--- src/rtl/alm_pkg.sv ---
// Shared definitions for the ALM operand log encoder.
// Holds the log-width helper, the default operand widths, the default
// mantissa widths and per-operand encoded-result structs at default width.
package alm_pkg;

  // Width of a leading-one index for an operand of v bits.
  function automatic int alm_log2(input int v);
    return $clog2(v);
  endfunction

  localparam int ALM_DEF_A_BW = 32;
  localparam int ALM_DEF_B_BW = 32;

  localparam int ALM_DEF_A_LOG_W  = alm_log2(ALM_DEF_A_BW);
  localparam int ALM_DEF_B_LOG_W  = alm_log2(ALM_DEF_B_BW);
  localparam int ALM_DEF_A_MANT_W = ALM_DEF_A_BW - 1;
  localparam int ALM_DEF_B_MANT_W = ALM_DEF_B_BW - 1;

  // Encoded operand: characteristic, MSB-aligned mantissa, zero flag.
  typedef struct packed {
    logic [ALM_DEF_A_LOG_W-1:0]  k;
    logic [ALM_DEF_A_MANT_W-1:0] log_format;
    logic                        zero;
  } alm_log_a_t;

  typedef struct packed {
    logic [ALM_DEF_B_LOG_W-1:0]  k;
    logic [ALM_DEF_B_MANT_W-1:0] log_format;
    logic                        zero;
  } alm_log_b_t;

endpackage

--- src/rtl/alm_log_encode_lane.sv ---
// Combinational log encoder for one operand, split in two independent halves
// so the top can place a pipeline register between them.
//   op_i      : operand entering stage 1
//   k_o       : leading-one index of op_i (0 when op_i is 0)
//   zero_o    : op_i == 0
//   sh_op_i   : raw operand held in stage 1
//   sh_k_i    : leading-one index held in stage 1
//   sh_zero_i : zero flag held in stage 1
//   fmt_o     : MSB-aligned mantissa, truncated to the top M bits
module alm_log_encode_lane
  import alm_pkg::*;
#(
  parameter int BW = 32,
  parameter int M  = BW - 1
) (
  input  logic [BW-1:0]         op_i,
  output logic [$clog2(BW)-1:0] k_o,
  output logic                  zero_o,
  input  logic [BW-1:0]         sh_op_i,
  input  logic [$clog2(BW)-1:0] sh_k_i,
  input  logic                  sh_zero_i,
  output logic [BW-2:0]         fmt_o
);

  localparam int KW = alm_log2(BW);
  localparam logic [KW-1:0] MAX_K = KW'(BW - 1);

  logic [KW-1:0] shamt;
  logic [BW-2:0] shifted;
  logic          shift_unused_msb;
  logic [BW-2:0] keep_mask;

  // Priority encoder: the last set bit scanned upward wins.
  always_comb begin
    k_o = '0;
    for (int i = 0; i < BW; i++) begin
      if (op_i[i]) k_o = KW'(i);
    end
  end

  assign zero_o = ~|op_i;

  // Shifting by BW-1-K moves the leading one into the MSB, which is dropped:
  // it is implied by the characteristic.
  assign shamt = MAX_K - sh_k_i;
  assign {shift_unused_msb, shifted} = sh_op_i << shamt;

  // Keep only the top M mantissa bits; all ones when M = BW-1.
  always_comb begin
    keep_mask = '0;
    for (int i = 0; i < BW - 1; i++) begin
      keep_mask[i] = (i >= BW - 1 - M);
    end
  end

  assign fmt_o = sh_zero_i ? '0 : (shifted & keep_mask);

endmodule

--- src/rtl/alm_operand_log_encoder.sv ---
// Two-stage valid/ready pipeline converting operands A and B into ALM log
// format (leading-one position + MSB-aligned mantissa + zero flag).
//   clk, rst            : clock, synchronous active-high reset
//   in_valid/in_ready   : operand pair handshake, a/b operands
//   out_valid/out_ready : encoded pair handshake
//   log_*/log_format_*/zero_* : encoded operands, travelling in lockstep
//
// Handshake: a transfer happens on a rising edge where valid && ready.
// A stage advances when it is empty or its successor advances
// (adv2 = !out_valid || out_ready, adv1 = !s1_valid || adv2), and
// in_ready = adv1, combinational from out_ready with no skid buffer.
// Outputs hold while out_valid && !out_ready. Empty stages keep their data.
module alm_operand_log_encoder
  import alm_pkg::*;
#(
  parameter int A_BW = ALM_DEF_A_BW,
  parameter int B_BW = ALM_DEF_B_BW,
  parameter int M_A  = A_BW - 1,
  parameter int M_B  = B_BW - 1
) (
  input  logic                    clk,
  input  logic                    rst,
  input  logic                    in_valid,
  output logic                    in_ready,
  input  logic [A_BW-1:0]         a,
  input  logic [B_BW-1:0]         b,
  output logic                    out_valid,
  input  logic                    out_ready,
  output logic [$clog2(A_BW)-1:0] log_a,
  output logic [A_BW-2:0]         log_format_a,
  output logic                    zero_a,
  output logic [$clog2(B_BW)-1:0] log_b,
  output logic [B_BW-2:0]         log_format_b,
  output logic                    zero_b
);

  localparam int KA = alm_log2(A_BW);
  localparam int KB = alm_log2(B_BW);

  typedef struct packed {
    logic [KA-1:0]   k;
    logic [A_BW-2:0] log_format;
    logic            zero;
  } enc_a_t;

  typedef struct packed {
    logic [KB-1:0]   k;
    logic [B_BW-2:0] log_format;
    logic            zero;
  } enc_b_t;

  // Stage 1: raw operand plus leading-one result.
  logic            s1_valid_q;
  logic [A_BW-1:0] s1_a_q;
  logic [KA-1:0]   s1_ka_q, s1_ka_d;
  logic            s1_za_q, s1_za_d;
  logic [B_BW-1:0] s1_b_q;
  logic [KB-1:0]   s1_kb_q, s1_kb_d;
  logic            s1_zb_q, s1_zb_d;

  // Stage 2: registered outputs.
  logic            out_valid_q;
  enc_a_t          out_a_q, out_a_d;
  enc_b_t          out_b_q, out_b_d;

  logic            adv1, adv2;

  assign adv2     = !out_valid_q || out_ready;
  assign adv1     = !s1_valid_q || adv2;
  assign in_ready = adv1;

  alm_log_encode_lane #(.BW(A_BW), .M(M_A)) u_lane_a (
    .op_i      (a),
    .k_o       (s1_ka_d),
    .zero_o    (s1_za_d),
    .sh_op_i   (s1_a_q),
    .sh_k_i    (s1_ka_q),
    .sh_zero_i (s1_za_q),
    .fmt_o     (out_a_d.log_format)
  );

  alm_log_encode_lane #(.BW(B_BW), .M(M_B)) u_lane_b (
    .op_i      (b),
    .k_o       (s1_kb_d),
    .zero_o    (s1_zb_d),
    .sh_op_i   (s1_b_q),
    .sh_k_i    (s1_kb_q),
    .sh_zero_i (s1_zb_q),
    .fmt_o     (out_b_d.log_format)
  );

  assign out_a_d.k    = s1_ka_q;
  assign out_a_d.zero = s1_za_q;
  assign out_b_d.k    = s1_kb_q;
  assign out_b_d.zero = s1_zb_q;

  always_ff @(posedge clk) begin
    if (rst) begin
      s1_valid_q  <= 1'b0;
      s1_a_q      <= '0;
      s1_ka_q     <= '0;
      s1_za_q     <= 1'b0;
      s1_b_q      <= '0;
      s1_kb_q     <= '0;
      s1_zb_q     <= 1'b0;
      out_valid_q <= 1'b0;
      out_a_q     <= '0;
      out_b_q     <= '0;
    end else begin
      if (adv1) begin
        s1_valid_q <= in_valid;
        if (in_valid) begin
          s1_a_q  <= a;
          s1_ka_q <= s1_ka_d;
          s1_za_q <= s1_za_d;
          s1_b_q  <= b;
          s1_kb_q <= s1_kb_d;
          s1_zb_q <= s1_zb_d;
        end
      end
      if (adv2) begin
        out_valid_q <= s1_valid_q;
        if (s1_valid_q) begin
          out_a_q <= out_a_d;
          out_b_q <= out_b_d;
        end
      end
    end
  end

  assign out_valid    = out_valid_q;
  assign log_a        = out_a_q.k;
  assign log_format_a = out_a_q.log_format;
  assign zero_a       = out_a_q.zero;
  assign log_b        = out_b_q.k;
  assign log_format_b = out_b_q.log_format;
  assign zero_b       = out_b_q.zero;

endmodule

--- config.mk ---
export PLATFORM = sky130hd
export DESIGN_NAME = alm_operand_log_encoder
export DESIGN_NICKNAME = d
export VERILOG_FILES = /design/src/rtl/alm_pkg.sv /design/src/rtl/alm_log_encode_lane.sv /design/src/rtl/alm_operand_log_encoder.sv
export SDC_FILE = /design/constraint.sdc
export NUM_CORES = 1
export LEC_CHECK = 0
export ABC_AREA = 0
export CORE_ASPECT_RATIO = 0.5
export CORE_MARGIN = 3
export CORE_UTILIZATION = 30
export DETAILED_ROUTE_END_ITERATION = 10
export PLACE_DENSITY_LB_ADDON = 0.15
export SYNTH_ARGS = -nofsm -noshare
export SYNTH_HDL_FRONTEND = slang
export SYNTH_SLANG_ARGS = --single-unit
--- constraint.sdc ---
create_clock -name clk -period 5.14 [get_ports clk]
set_input_delay 1.028 -clock clk [delete_from_list [all_inputs] [get_ports clk]]
set_output_delay 1.028 -clock clk [all_outputs]
set_load 0.01 [all_outputs]
# ---- After elaboration in Yosys (flattened, before gate mapping)
# Index checks and enable logic that the tools add are counted.
dict set report word_totals {
  reg_bits 152
  latch_bits 0
  ram_bits 0
  romBits 0
  input_bits 68
  out_inout_bits 76
  wordCells 92
  mem_count 0
}
dict set report classes {
  addsub 2
  mul 0
  div 0
  n_lt_le_gt_ge 0
  eq_ne 0
  shift 2
  n_mux 64
  bitwise 0
  reduce_logical 10
}
# op count
set op_table {}
lappend op_table {{$mux 5} 60}
lappend op_table {{$reduce_or 32->1} 2}
lappend op_table {{$shl 32x5->31} 2}
lappend op_table {{$mux 31} 2}
lappend op_table {{$sub 5x5->5 const A} 2}
lappend op_table {{$logic_not 1->1} 4}
lappend op_table {{$reduce_and 2->1} 2}
lappend op_table {{$logic_or 1x1->1} 2}
lappend op_table {{$mux 1} 2}

# ---- Longest topological paths before layout
dict set report logic_depth {
  word_depth 31
  mapped_depth 9
  depth_no_buf 6
}

# ---- Hierarchy
# Synthesis repeated with hierarchy kept, for this count alone.
dict set report unflattened {
  hier_cells 1232
  hier_area_um2 10136.0
}
# mod n_inst cells_per_inst area_per_inst_um2 seq_area_each_um2
set modules_own_cells {}
lappend modules_own_cells {alm_operand_log_encoder 1 676 6264.8 3042.9}
lappend modules_own_cells {alm_log_encode_lane 2 278 1935.6 0.0}

# ---- Least setup slack after synthesis
# OpenSTA, ideal clock, no wires.
dict set report synth_timing {
  path_kind {input to output}
  startpoint {in out_ready}
  endpoint {out in_ready}
  arrival_ps 1409
  required_ps 4112
  path_slack_ps 2703
  stages 3
  path_buffers 1
  cell_sequence {nor2b_1 -> buf_2 -> nand2_1}
}
dict set report synth_via {
  elab_chain_cells 2
}
# element line
set synth_rtl {}
lappend synth_rtl {{from (decl)} alm_operand_log_encoder.sv:28} ;# input logic out_ready,
lappend synth_rtl {{$logic_or 1x1->1} alm_operand_log_encoder.sv:68} ;# assign adv2 = !out_valid_q || out_ready;
lappend synth_rtl {{$logic_or 1x1->1} alm_operand_log_encoder.sv:69} ;# assign adv1 = !s1_valid_q || adv2;
lappend synth_rtl {{to (decl)} alm_operand_log_encoder.sv:24} ;# output logic in_ready,
# No other way between the ends.

# ---- Worst setup path in the final report
# Ends and elaborated chain as after synthesis.

==> summary.txt <==
Diode count: 0
CP dominant cell by count: clkdlybuf4s50_1
CTS Buffer Depth: 2
Top-area cell type share of the netlist area: 0.3426
Final WS setup: 1.337 ns
Register area share after synthesis: 0.3426
CTS Buf Count: 17
Drt drc: 0
IO buf count: 143
Vias in the first global route: 8141
Post-route minimum period: 3.803 ns
Drt total wl: 29340 um
Worst skew pair latency: 0.44 ns
Final Skew: 0.01009 ns
Sum Neg Setup Slack: 0 ns
Total Routing Usage GR: 0.1851
Critical Path End Type: primary output
CP max stage delay: 0.63 ns
Max layer used: met4
Met2 wire len: 14210 um
Worst EP arrival: 2.77 ns
Max-slew headroom: 0.3418
F_max: 263.0 MHz
Syn Nets: 1178
RSZ-0062 raised after global routing: no
Routed Antenna Nets: 0
Starting Density: 0.3103
CP cell instances: clkdlybuf4s50_1 > nor2b_1 > nand2_1 > clkdlybuf4s50_1
Count leader, synth: nand2_1
Hold Path Class: reg2reg
Hold Vio Cnt, Final: 0
Synth top area cells: dfxtp_1 (34%), nand2_1 (10%), mux2i_1 (9.9%), a21oi_1 (7.1%), mux4_2 (5.4%)
Worst Path Required: 4.11 ns
Layout Nets: 1273
Slowest cell on crit path: nor2b_1
Setup crit start kind: primary input
Peak supply drop: 247.5 uV
Routed length per placed instance: 18.34 um
Core box area: 28250 sq um
Layout area overhead: 26.01%
Post-synth top cells: nand2_1 (243), dfxtp_1 (150), a21oi_1 (124)
Num ports: 144
Die width: 247.7 um
Hold_buf cts: 0
Placed wire-length estimate: 22060 um
Largest net degree at the start of global routing: 76
Leak pwr: 3.908 nW
Detailed-route via count: 8525
Share of cells above drive strength 1: 0.09442
Post-synth top area cell: dfxtp_1
CP max FO: 9
Post-synthesis register bit count: 150
First-pass GRT wire length: 45940 um
Power Density: 285.7 nW/um^2
Clock transition at the registers of the reported paths: 0.06 ns
Netlist Area Pre-Place: 8766 sq um
Classification of the worst setup path: in2out
Slew Viols, Final: 0
CTS tree: built
Synth cell types: 55
Post-CTS resize count: 0
Final core utilization: 0.3911
CTS Sinks: 150
Power Total: 0.003156 W
1st-iter DRT viols: 771
Setup WS pre-CTS: 1.346 ns
Synth warnings: 0
WL met1: 13710 um
Status: complete, no violations
Hold_ws: 0.4502 ns
Final Setup Violations: 0
Syn_area_per_cell: 7.897 sq um
Post-synth EDFFs: 0
Row count: 43
Initial antenna violation count: 0
Ys flop type: dfxtp_1
Ys async rst share: 0
Max cap viols: 0
Via density: 5.328
Period utilization: 0.7399
Fillers: 2952
Met3 routed WL: 1140 um
Root Driver: clkbuf_16
Post-CTS Setup Repair Bufs: 0
Final RePlAce weighted congestion: 0.8421
Die Height: 126.9 um
DR pass1 iterations: 6
Worst Max-Slew Pin Slew: 0.9836 ns
Post-Synthesis Cells: 1110
Die ar.: 31430 sq um
Global route overflow: 0
CTS H-Tree Depth: 4
worst paths after layout:
| path | cells after the start | endpoint | slack, ns | from |
|---|---|---|---|---|
| worst max-delay path | 4 | in_ready | 1.34 | out_ready |
| worst min-delay path | 2 | log_format_b[19] | 0.45 | log_format_b[19] |
| worst max register to register | 6 | log_format_b[30] | 2.43 | s1_kb_q[1] |
| worst min register to register | 2 | log_format_b[19] | 0.45 | log_format_b[19] |
cell type report:
class                           instances  area, sq um  area share
Timing Repair Buffer                  160         1556      0.1409
Inverter                               21        78.83    0.007136
Multi-Input combinational cell        855         5326      0.4822
Clock buffer                           20        446.7     0.04044
Tap cell                              382        478.0     0.04327
Sequential cell                       150         3005      0.2721
Clock inverter                         12        153.9     0.01393
flip-flops by register name, summed over array words and instances, names as in the netlist:
signal	flops
log_format_a	31
zero_a	1
s1_a_q	31
log_a	5
out_valid	1
log_b	5
zero_b	1
s1_valid_q	1
s1_ka_q	5
log_format_b	31
s1_zb_q	1
s1_b_q	31
s1_kb_q	5
s1_za_q	1
power by group:
part / switching (W) / internal [W]
sequential: 0.0000734 / 0.00121
combinational: 0.000329 / 0.000252
clock: 0.000517 / 0.000775
total: 0.000919 / 0.00224
kinds of logic after synthesis:
family          after synthesis  share of synthesized area
simple gates                414                     0.1984
buf+inv                     105                    0.05167
compound gates              298                     0.2091
flops                       150                     0.3426
mux                         143                     0.1983
cell usage in the layout (no fill, tap or decap), types with 13 or more instances in the layout:
cell / count
nor3_1: 19
nand2_1: 242
a22oi_1: 25
clkdlybuf4s50_1: 142
nor2_1: 89
o22ai_1: 14
o21ai_1: 26
mux2_2: 31
mux4_2: 21
buf_4: 18
a32oi_1: 14
inv_1: 16
nor4_1: 17
clkbuf_16: 17
dfxtp_1: 148
o21ai_0: 26
a21oi_1: 124
mux2i_1: 87
a31oi_1: 13
per-stage QoR:
step	std cells	cell area, sq um
finish	1600	11050
global route	1600	11050
CTS	1600	11050
detailed placement	1568	10450
global placement	1568	10450
floorplan	1110	8766
routing by layer:
layer | vias up | GRT usage
li1 | 4194 | -
met1 | 4134 | 0.2482
met2 | 180 | 0.3117
met3 | 17 | 0.03760
met4 | 0 | 0.03323
met5 | - | 0
worst max-delay path: cells and delay by family:
kind	cells	cell delay [ns]
buf+inv	2	0.93
simple gates	2	0.82
Power figures use the tool's default switching activity.
